**src/rtl/spi_frame_buffer_pkg.sv**
```systemverilog
// Shared definitions for the SPI frame buffer and its neighbours:
// default geometry and the per-cycle operation encoding.
package spi_frame_buffer_pkg;

  localparam int DEF_DATA_WIDTH = 8;
  localparam int DEF_BUF_SIZE   = 6;
  localparam int DEF_ADDR_WIDTH = 3;

  // {write accepted, read performed} in one cycle
  typedef enum logic [1:0] {
    OP_IDLE = 2'b00,
    OP_RD   = 2'b01,
    OP_WR   = 2'b10,
    OP_BOTH = 2'b11
  } op_t;

endpackage

```
**src/rtl/spi_edge_detect.sv**
```systemverilog
// Rising-edge detector. The history register resets to 1 so a level that is
// already high when reset releases is not mistaken for a new edge.
module spi_edge_detect (
  input  logic clk,
  input  logic rst,
  input  logic sig,
  output logic rise
);

  logic sig_q;

  // history register, updated every non-reset cycle
  always_ff @(posedge clk) begin
    if (rst) sig_q <= 1'b1;
    else     sig_q <= sig;
  end

  assign rise = sig & ~sig_q;

endmodule

```
**src/rtl/spi_frame_buffer.sv**
```systemverilog
// Multi-word FIFO between the SPI deserialiser and the processing unit.
// One word is stored per rising edge of wr_ready; words drain in order via
// rd_en with one cycle of latency. Sticky overflow/underflow flags.
module spi_frame_buffer
  import spi_frame_buffer_pkg::*;
#(
  parameter int DATA_WIDTH = DEF_DATA_WIDTH,
  parameter int BUF_SIZE   = DEF_BUF_SIZE,
  parameter int ADDR_WIDTH = DEF_ADDR_WIDTH
) (
  input  logic                  clk,
  input  logic                  rst,
  input  logic                  clear,
  input  logic                  wr_ready,
  input  logic [DATA_WIDTH-1:0] data_in,
  input  logic                  rd_en,
  output logic [DATA_WIDTH-1:0] data_out,
  output logic                  data_valid,
  output logic [ADDR_WIDTH-1:0] count,
  output logic                  empty,
  output logic                  full,
  output logic                  overflow,
  output logic                  underflow
);

  localparam logic [ADDR_WIDTH-1:0] LAST_PTR = ADDR_WIDTH'(BUF_SIZE - 1);
  localparam logic [ADDR_WIDTH-1:0] FULL_CNT = ADDR_WIDTH'(BUF_SIZE);

  logic [DATA_WIDTH-1:0] mem [0:BUF_SIZE-1];
  logic [ADDR_WIDTH-1:0] wr_ptr;
  logic [ADDR_WIDTH-1:0] rd_ptr;
  logic                  we;
  logic                  rd_ok;
  logic                  wr_ok;
  logic                  wr_drop;
  op_t                   op;

  // Depth need not be a power of two, so wrap explicitly at the last slot.
  function automatic logic [ADDR_WIDTH-1:0] ptr_inc(input logic [ADDR_WIDTH-1:0] p);
    return (p == LAST_PTR) ? '0 : p + 1'b1;
  endfunction

  spi_edge_detect u_wr_edge (
    .clk  (clk),
    .rst  (rst),
    .sig  (wr_ready),
    .rise (we)
  );

  assign empty = (count == '0);
  assign full  = (count == FULL_CNT);

  // A read in the same cycle frees a slot, so a write into a full buffer is
  // still accepted. An empty buffer never bypasses the write to the reader.
  assign rd_ok   = rd_en & ~empty;
  assign wr_ok   = we & (~full | rd_ok);
  assign wr_drop = we & full & ~rd_en;

  // classify the cycle for the occupancy update
  always_comb begin
    op = op_t'({wr_ok, rd_ok});
  end

  // storage array: no reset, contents are don't-care after reset/clear
  always_ff @(posedge clk) begin
    if (!rst && !clear && wr_ok) begin
      mem[wr_ptr] <= data_in;
    end
  end

  // pointers, occupancy, read register and sticky flags
  always_ff @(posedge clk) begin
    if (rst) begin
      wr_ptr     <= '0;
      rd_ptr     <= '0;
      count      <= '0;
      data_out   <= '0;
      data_valid <= 1'b0;
      overflow   <= 1'b0;
      underflow  <= 1'b0;
    end else if (clear) begin
      wr_ptr     <= '0;
      rd_ptr     <= '0;
      count      <= '0;
      data_valid <= 1'b0;
      overflow   <= 1'b0;
      underflow  <= 1'b0;
    end else begin
      if (wr_ok) begin
        wr_ptr <= ptr_inc(wr_ptr);
      end
      if (rd_ok) begin
        data_out <= mem[rd_ptr];
        rd_ptr   <= ptr_inc(rd_ptr);
      end
      data_valid <= rd_ok;
      case (op)
        OP_WR:   count <= count + 1'b1;
        OP_RD:   count <= count - 1'b1;
        default: count <= count;
      endcase
      if (wr_drop) begin
        overflow <= 1'b1;
      end
      if (rd_en && empty) begin
        underflow <= 1'b1;
      end
    end
  end

endmodule

```
**config.mk**
```make
export PLATFORM = sky130hd
export DESIGN_NAME = spi_frame_buffer
export DESIGN_NICKNAME = d
export VERILOG_FILES = /design/src/rtl/spi_frame_buffer_pkg.sv /design/src/rtl/spi_edge_detect.sv /design/src/rtl/spi_frame_buffer.sv
export SDC_FILE = /design/constraint.sdc
export NUM_CORES = 1
export LEC_CHECK = 0
export CORE_UTILIZATION = 55
export CTS_BUF_LIST = sky130_fd_sc_hd__clkbuf_16
export CTS_CLUSTER_DIAMETER = 40
export DETAILED_ROUTE_END_ITERATION = 16
export GPL_ROUTABILITY_DRIVEN = 1
export MAX_ROUTING_LAYER = met4
export PLACE_DENSITY = 0.85
export SLEW_MARGIN = 20
export SYNTH_ARGS = -nofsm -noshare
export SYNTH_HDL_FRONTEND = slang
export SYNTH_SLANG_ARGS = --single-unit
```
**constraint.sdc**
```tcl
create_clock -name clk -period 2.8 [get_ports clk]
set_input_delay 0.56 -clock clk [delete_from_list [all_inputs] [get_ports clk]]
set_output_delay 0.56 -clock clk [all_outputs]
set_load 0.1 [all_outputs]
```
==> results of run 1 <==
-- placed cells by master (no fill, tap or decap), types with 2 or more instances in the layout --
master / count
clkbuf_16: 9
inv_6: 2
nand2_1: 23
nor3_1: 4
nand2b_1: 4
nor3_2: 2
and3_1: 3
o21ai_0: 3
edfxtp_1: 48
inv_1: 2
nand4b_1: 2
nand3_1: 8
or3_1: 4
a22oi_1: 7
nor2b_1: 2
mux2i_1: 22
clkdlybuf4s50_1: 12
xnor2_1: 2
a21oi_1: 15
or2_2: 2
buf_4: 25
dfxtp_1: 21
nor2_1: 13
bufinv_16: 2
-- layer usage --
metal  vias to the layer above  wire length, um
met5                         -                0
met4                         0              118
met3                        10              332
met2                        70             2610
met1                       859             2430
li1                        857                -
-- critical path, delay by kind of cell --
kind | cells | cell delay, ns
buf+inv | 1 | 0.49
simple gates | 3 | 1.16
-- power by group through the flow --
stage,Sequential [uW],Clock [uW],Combinational [uW]
finish,1100,1210,89.8
global placement,1120,0,86.1
floorplan,1140,0,31.4
CTS,1100,1220,89.3
global route,1100,1260,94.9
detailed placement,1120,0,87.9
-- kinds of logic (layout without fill, tap and decap cells) --
kind of cell	after synthesis	after routing	share of synthesized area, %
AO/OA/AOI/OAI	29	29	6.24
XOR/XNOR	2	2	0.628
adder cells (fa/ha/maj)	1	1	0.718
buffers and inverters	12	55	2.47
flip-flops	69	69	66.8
multiplexers	23	23	8.71
AND/OR/NAND/NOR	74	74	14.5
-- stage by stage --
stage	hold slack (ns)	util [%]	area (um2)	std cells	worst slack [ns]
final	0.457	72.0	3450	320	0.575
after floorplan	0.475	-	2790	210	0.108
after CTS	0.458	72.0	3450	320	0.560
after detailed placement	0.451	65.3	3120	304	0.255
after global placement	0.443	65.3	3120	304	0.303
after global routing	0.483	72.0	3450	320	0.490
-- synthesized netlist by cell type, types with 4 or more instances --
master    number  area, um2
edfxtp_1      48       1440
nand2_1       23       86.3
mux2i_1       22        220
dfxtp_1       21        420
a21oi_1       15       75.1
nor2_1        13       48.8
nand3_1        8       40.0
a22oi_1        7       52.6
nor3_1         5       25.0
buf_2          4       20.0
nand2b_1       4       25.0
or3_1          4       25.0
-- path summary, 6_finish.rpt --
| path | start | endpoint | slack, ns | cells past startpoint |
|---|---|---|---|---|
| max | clear | mem[3][2] | 0.57 | 4 |
| min | data_out[6] | data_out[6] | 0.46 | 2 |
| max reg2reg | count[0] | mem[3][2] | 0.93 | 3 |
| min reg2reg | data_out[6] | data_out[6] | 0.46 | 2 |
-- state kept, by name, indices dropped and copies added, names as in the netlist --
register         cells
data_out             8
mem                 48
wr_ptr               3
count                3
underflow            1
data_valid           1
rd_ptr               3
u_wr_edge.sig_q      1
overflow             1
-- final cells by class --
type	instances	area (um2)	share of cell area, %
Multi-Input combinational cell	129	862	25.0
Tap cell	67	83.8	2.43
Inverter	2	7.51	0.218
Clock inverter	7	97.6	2.83
Timing Repair Buffer	37	308	8.93
Sequential cell	69	1860	54.0
Clock buffer	9	225	6.54
==> summary.md, run 1 <==
| Metric | Value |
|---|---|
| Outcome | finished, final reports clean |
| RSZ-0062 raised after global routing | no |
| Mean Syn Cell Area | 13.3 um2 |
| Synthesized area | 2790 um2 |
| Slowest stage cell, crit path | clkdlybuf4s50_1 |
| Vias per cell | 5.61 |
| Crit start category | primary input |
| Worst skew pair latency | 0.33 ns |
| P&R area growth vs syn | 23.6% |
| Max clock buf depth | 2 |
| Vias in the first global route | 1631 |
| Port buffer count | 28 |
| GRT overflow | 0 |
| Leak | 0.00111 uW |
| Die Area | 5360 um2 |
| Clock-pin slew on the worst setup and hold paths | 0.06 ns |
| Setup TNS | 0 ns |
| Max-slew headroom | 64.5% |
| Critical path arrival | 2.22 ns |
| CP cell instances | clkdlybuf4s50_1, or2_2, nor4_1, and3_1 |
| Distinct cells, synth | 36 |
| Chip width | 73.2 um |
| WL final | 5.49 mm |
| DRC violations left | 0 |
| Hpwl dp | 3.39 mm |
| Psw | 488 uW |
| Global Route met1 Usage | 29.4% |
| Ys flop type | edfxtp_1 |
| CP max FO | 13 |
| Syn. warnings | 0 |
| Setup Crit Path Kind | primary input to register |
| Clock sinks | 69 |
| Floorplan core area | 4790 um2 |
| Final worst path period share | 79.5% |
| Global Route Usage Sum | 23.6% |
| Max Slew Vio Count | 0 |
| Die Ht | 73.2 um |
| Post-DRT Antenna Nets | 0 |
| Seq cells post-synth | 69 |
| Antenna violations before repair | 0 |
| Power Dens Cells | 696 nW/um2 |
| Post-synth EDFFs | 48 |
| Largest net degree at the start of global routing | 15 |
| FMAX | 0.449 GHz |
| Max-cap violation count | 0 |
| Fill count | 327 |
| Endpoint type of the worst setup path | register |
| Routability-driven placement congestion ratio | 0.771 |
| Nets@finish | 262 |
| Worst slew pin tran | 0.532 ns |
| Cell Rows | 25 |
| Avg WL per Cell | 17.2 um |
| Hold crit path type | register to register |
| Slowest Stage Delay on Critical Path | 0.49 ns |
| P_int | 1910 uW |
| Grt met2 use | 36.0% |
| Cts hold-fix bufs | 0 |
| Total power | 2400 uW |
| Sw frac | 20.4% |
| Htree depth | 3 |
| # setup viols final | 0 |
| Setup Buffers After CTS | 0 |
| Final hold vios | 0 |
| Clock share of power | 50.4% |
| Clock skew | 0.00565 ns |
| Most Used Layer, Global Route | met2 |
| Starting density of the core | 58.2% |
| Reg power frac | 45.9% |
| First drt pass iteration count | 7 |
| Global-route wire length before repair | 8.47 mm |
| GR Util met3 | 5.80% |
| Post-synth ARST share | 0% |
| Antenna diodes | 0 |
| CTS Root Cell | clkbuf_16 |
| Layout cells sized above 1 | 19.0% |
| Vias post-DR | 1796 |
| CTS tree | done |
| Power share of the combinational group | 3.7% |
| Detailed Route Iter0 Violations | 129 |
| Post-cts sizing count | 0 |
| Mapped Nets | 224 |
| # IOs | 29 |
| VDD IR max | 527 uV |
| Sequential fraction of the synthesis area | 66.8% |
| Period minus WS final | 2.23 ns |
| Mapped Cells | 210 |
| Critical path required time | 2.79 ns |
| CTS buffer count | 9 |
No activity file was read; power rests on OpenSTA's default activity.
==> inputs of run 2 (changes only) <==
- clock period: 2.8 -> 2.29 ns (I/O delays scaled with it)
==> run 2 against run 1 <==
Against the previous run: critical path depth up 3; flip-flop and latch count unchanged; routed wire length down 5.6%.
==> summary.md, run 2 (same netlist as run 1, synthesis figures left out) <==
| Metric | Value |
|---|---|
| Outcome | finished, final reports clean |
| Period minus WS final | 1.92 ns |
| Critical path required time | 2.51 ns |
| First drt pass iteration count | 4 |
| CTS Root Cell | clkbuf_16 |
| Hpwl dp | 3.51 mm |
| Post-DRT Antenna Nets | 0 |
| Max-slew headroom | 65.4% |
| Max Slew Vio Count | 0 |
| Htree depth | 3 |
| Commonest non-fill, non-tap cell in the layout | edfxtp_1 |
| Routability-driven placement congestion ratio | 0.834 |
| Setup TNS | 0 ns |
| DRC violations left | 0 |
| Clock share of power | 50.4% |
| WL final | 5.19 mm |
| Max reg flops | 48 |
| Hold crit path type | register to register |
| Biggest register | mem |
| Power Dens Cells | 838 nW/um2 |
| Largest net degree at the start of global routing | 15 |
| Clock skew | 0.00424 ns |
| Core Util, Final | 73.4% |
| Final setup margin | 0.368 ns |
| Nets@finish | 269 |
| Final hold vios | 0 |
| Die Area | 5360 um2 |
| Leak | 0.00116 uW |
| Power share of the combinational group | 4.0% |
| # setup viols final | 0 |
| # IOs | 29 |
| Worst slew pin tran | 0.518 ns |
| Biggest regs | mem: 48 flops, data_out: 8 flops |
| Cell Rows | 25 |
| Max-cap violation count | 0 |
| Antenna diodes | 0 |
| Total power | 2940 uW |
| Final worst path period share | 83.9% |
| Psw | 602 uW |
| Setup Buffers After CTS | 0 |
| Antenna violations before repair | 0 |
| Chip width | 73.2 um |
| Max clock buf depth | 2 |
| Global Route Usage Sum | 23.2% |
| Detailed Route Iter0 Violations | 112 |
| Sw frac | 20.5% |
| Reg power frac | 45.7% |
| Post-cts sizing count | 0 |
| Port buffer count | 28 |
| Setup Crit Path Kind | primary input to register |
| Vias per cell | 5.50 |
| Global-route wire length before repair | 8.39 mm |
| P_int | 2340 uW |
| CTS buffer count | 9 |
| Hold-critical path depth | 2 |
| Cts hold-fix bufs | 0 |
| Die Ht | 73.2 um |
| Vias post-DR | 1797 |
| Layout cells sized above 1 | 23.5% |
| Vias in the first global route | 1666 |
| Floorplan core area | 4790 um2 |
| Avg WL per Cell | 15.9 um |
| Crit start category | primary input |
| VDD IR max | 580 uV |
| Worst r2r path cells | 5 |
| Critical path arrival | 2.14 ns |
| P&R area growth vs syn | 26.0% |
| Worst skew pair latency | 0.33 ns |
| Most frequent cells in the layout | edfxtp_1, buf_4, nand2_1 |
| RSZ-0062 raised after global routing | no |
| Endpoint type of the worst setup path | register |
| GRT overflow | 0 |
| Starting density of the core | 58.2% |
| Clock sinks | 69 |
| CP max FO | 4 |
| Fill count | 321 |
| FMAX | 0.520 GHz |
| Clock-pin slew on the worst setup and hold paths | 0.06 ns |
| CTS tree | done |
| Post-Place Worst Slack | 0.0190 ns |
## run 2: changes by cell type in the layout (fill, tap and decap cells not counted), sizes merged
cell,previous run,this run
clkinv,2,3
buf,25,32
inv,4,3
## run 2: cell type report
cell class	count	area (um2)	area share, %
repair buffers	44	360	10.3
well taps	67	83.8	2.39
multi-input cells	129	872	24.8
clock buffers	9	225	6.41
inverters	2	7.51	0.214
flip-flops and latches	69	1870	53.1
clock inverters	7	98.8	2.81
## run 2: final timing paths
| kind | startpoint | end | slack, ns |
|---|---|---|---|
| max | rd_en | count[2] | 0.37 |
| min | data_out[5] | data_out[5] | 0.46 |
| max reg2reg | count[2] | count[1] | 0.56 |
| min reg2reg | data_out[5] | data_out[5] | 0.46 |
## run 2: metrics by stage
step	area, um2	std cells	hold WS, ns
after floorplan	2810	210	0.475
after global placement	3190	311	0.445
after detailed placement	3190	311	0.447
after CTS	3510	327	0.455
after global routing	3510	327	0.488
final	3510	327	0.456
## run 2: power by group through the flow
stage	sequential (uW)	clock [uW]	combinational (uW)
finish	1340	1480	116
global route	1350	1550	124
CTS	1340	1500	117
detailed placement	1370	0	115
global placement	1370	0	112
floorplan	1390	0	38.5
## run 2: per-layer routing
metal	global-route usage [%]	vias to the layer above	routed length [um]
li1	-	871	-
met1	29.9	859	2320
met2	33.7	59	2480
met3	7.46	8	324
met4	9.80	0	61
met5	-	-	0
## run 2: worst max-delay path: stages
cell and delay (ns):
clkdlybuf4s50_1 0.51, o31a_1 0.17, nand2_1 0.07, fa_1 0.42
nor4_4 0.30, o21a_1 0.17, nor3_2 0.03
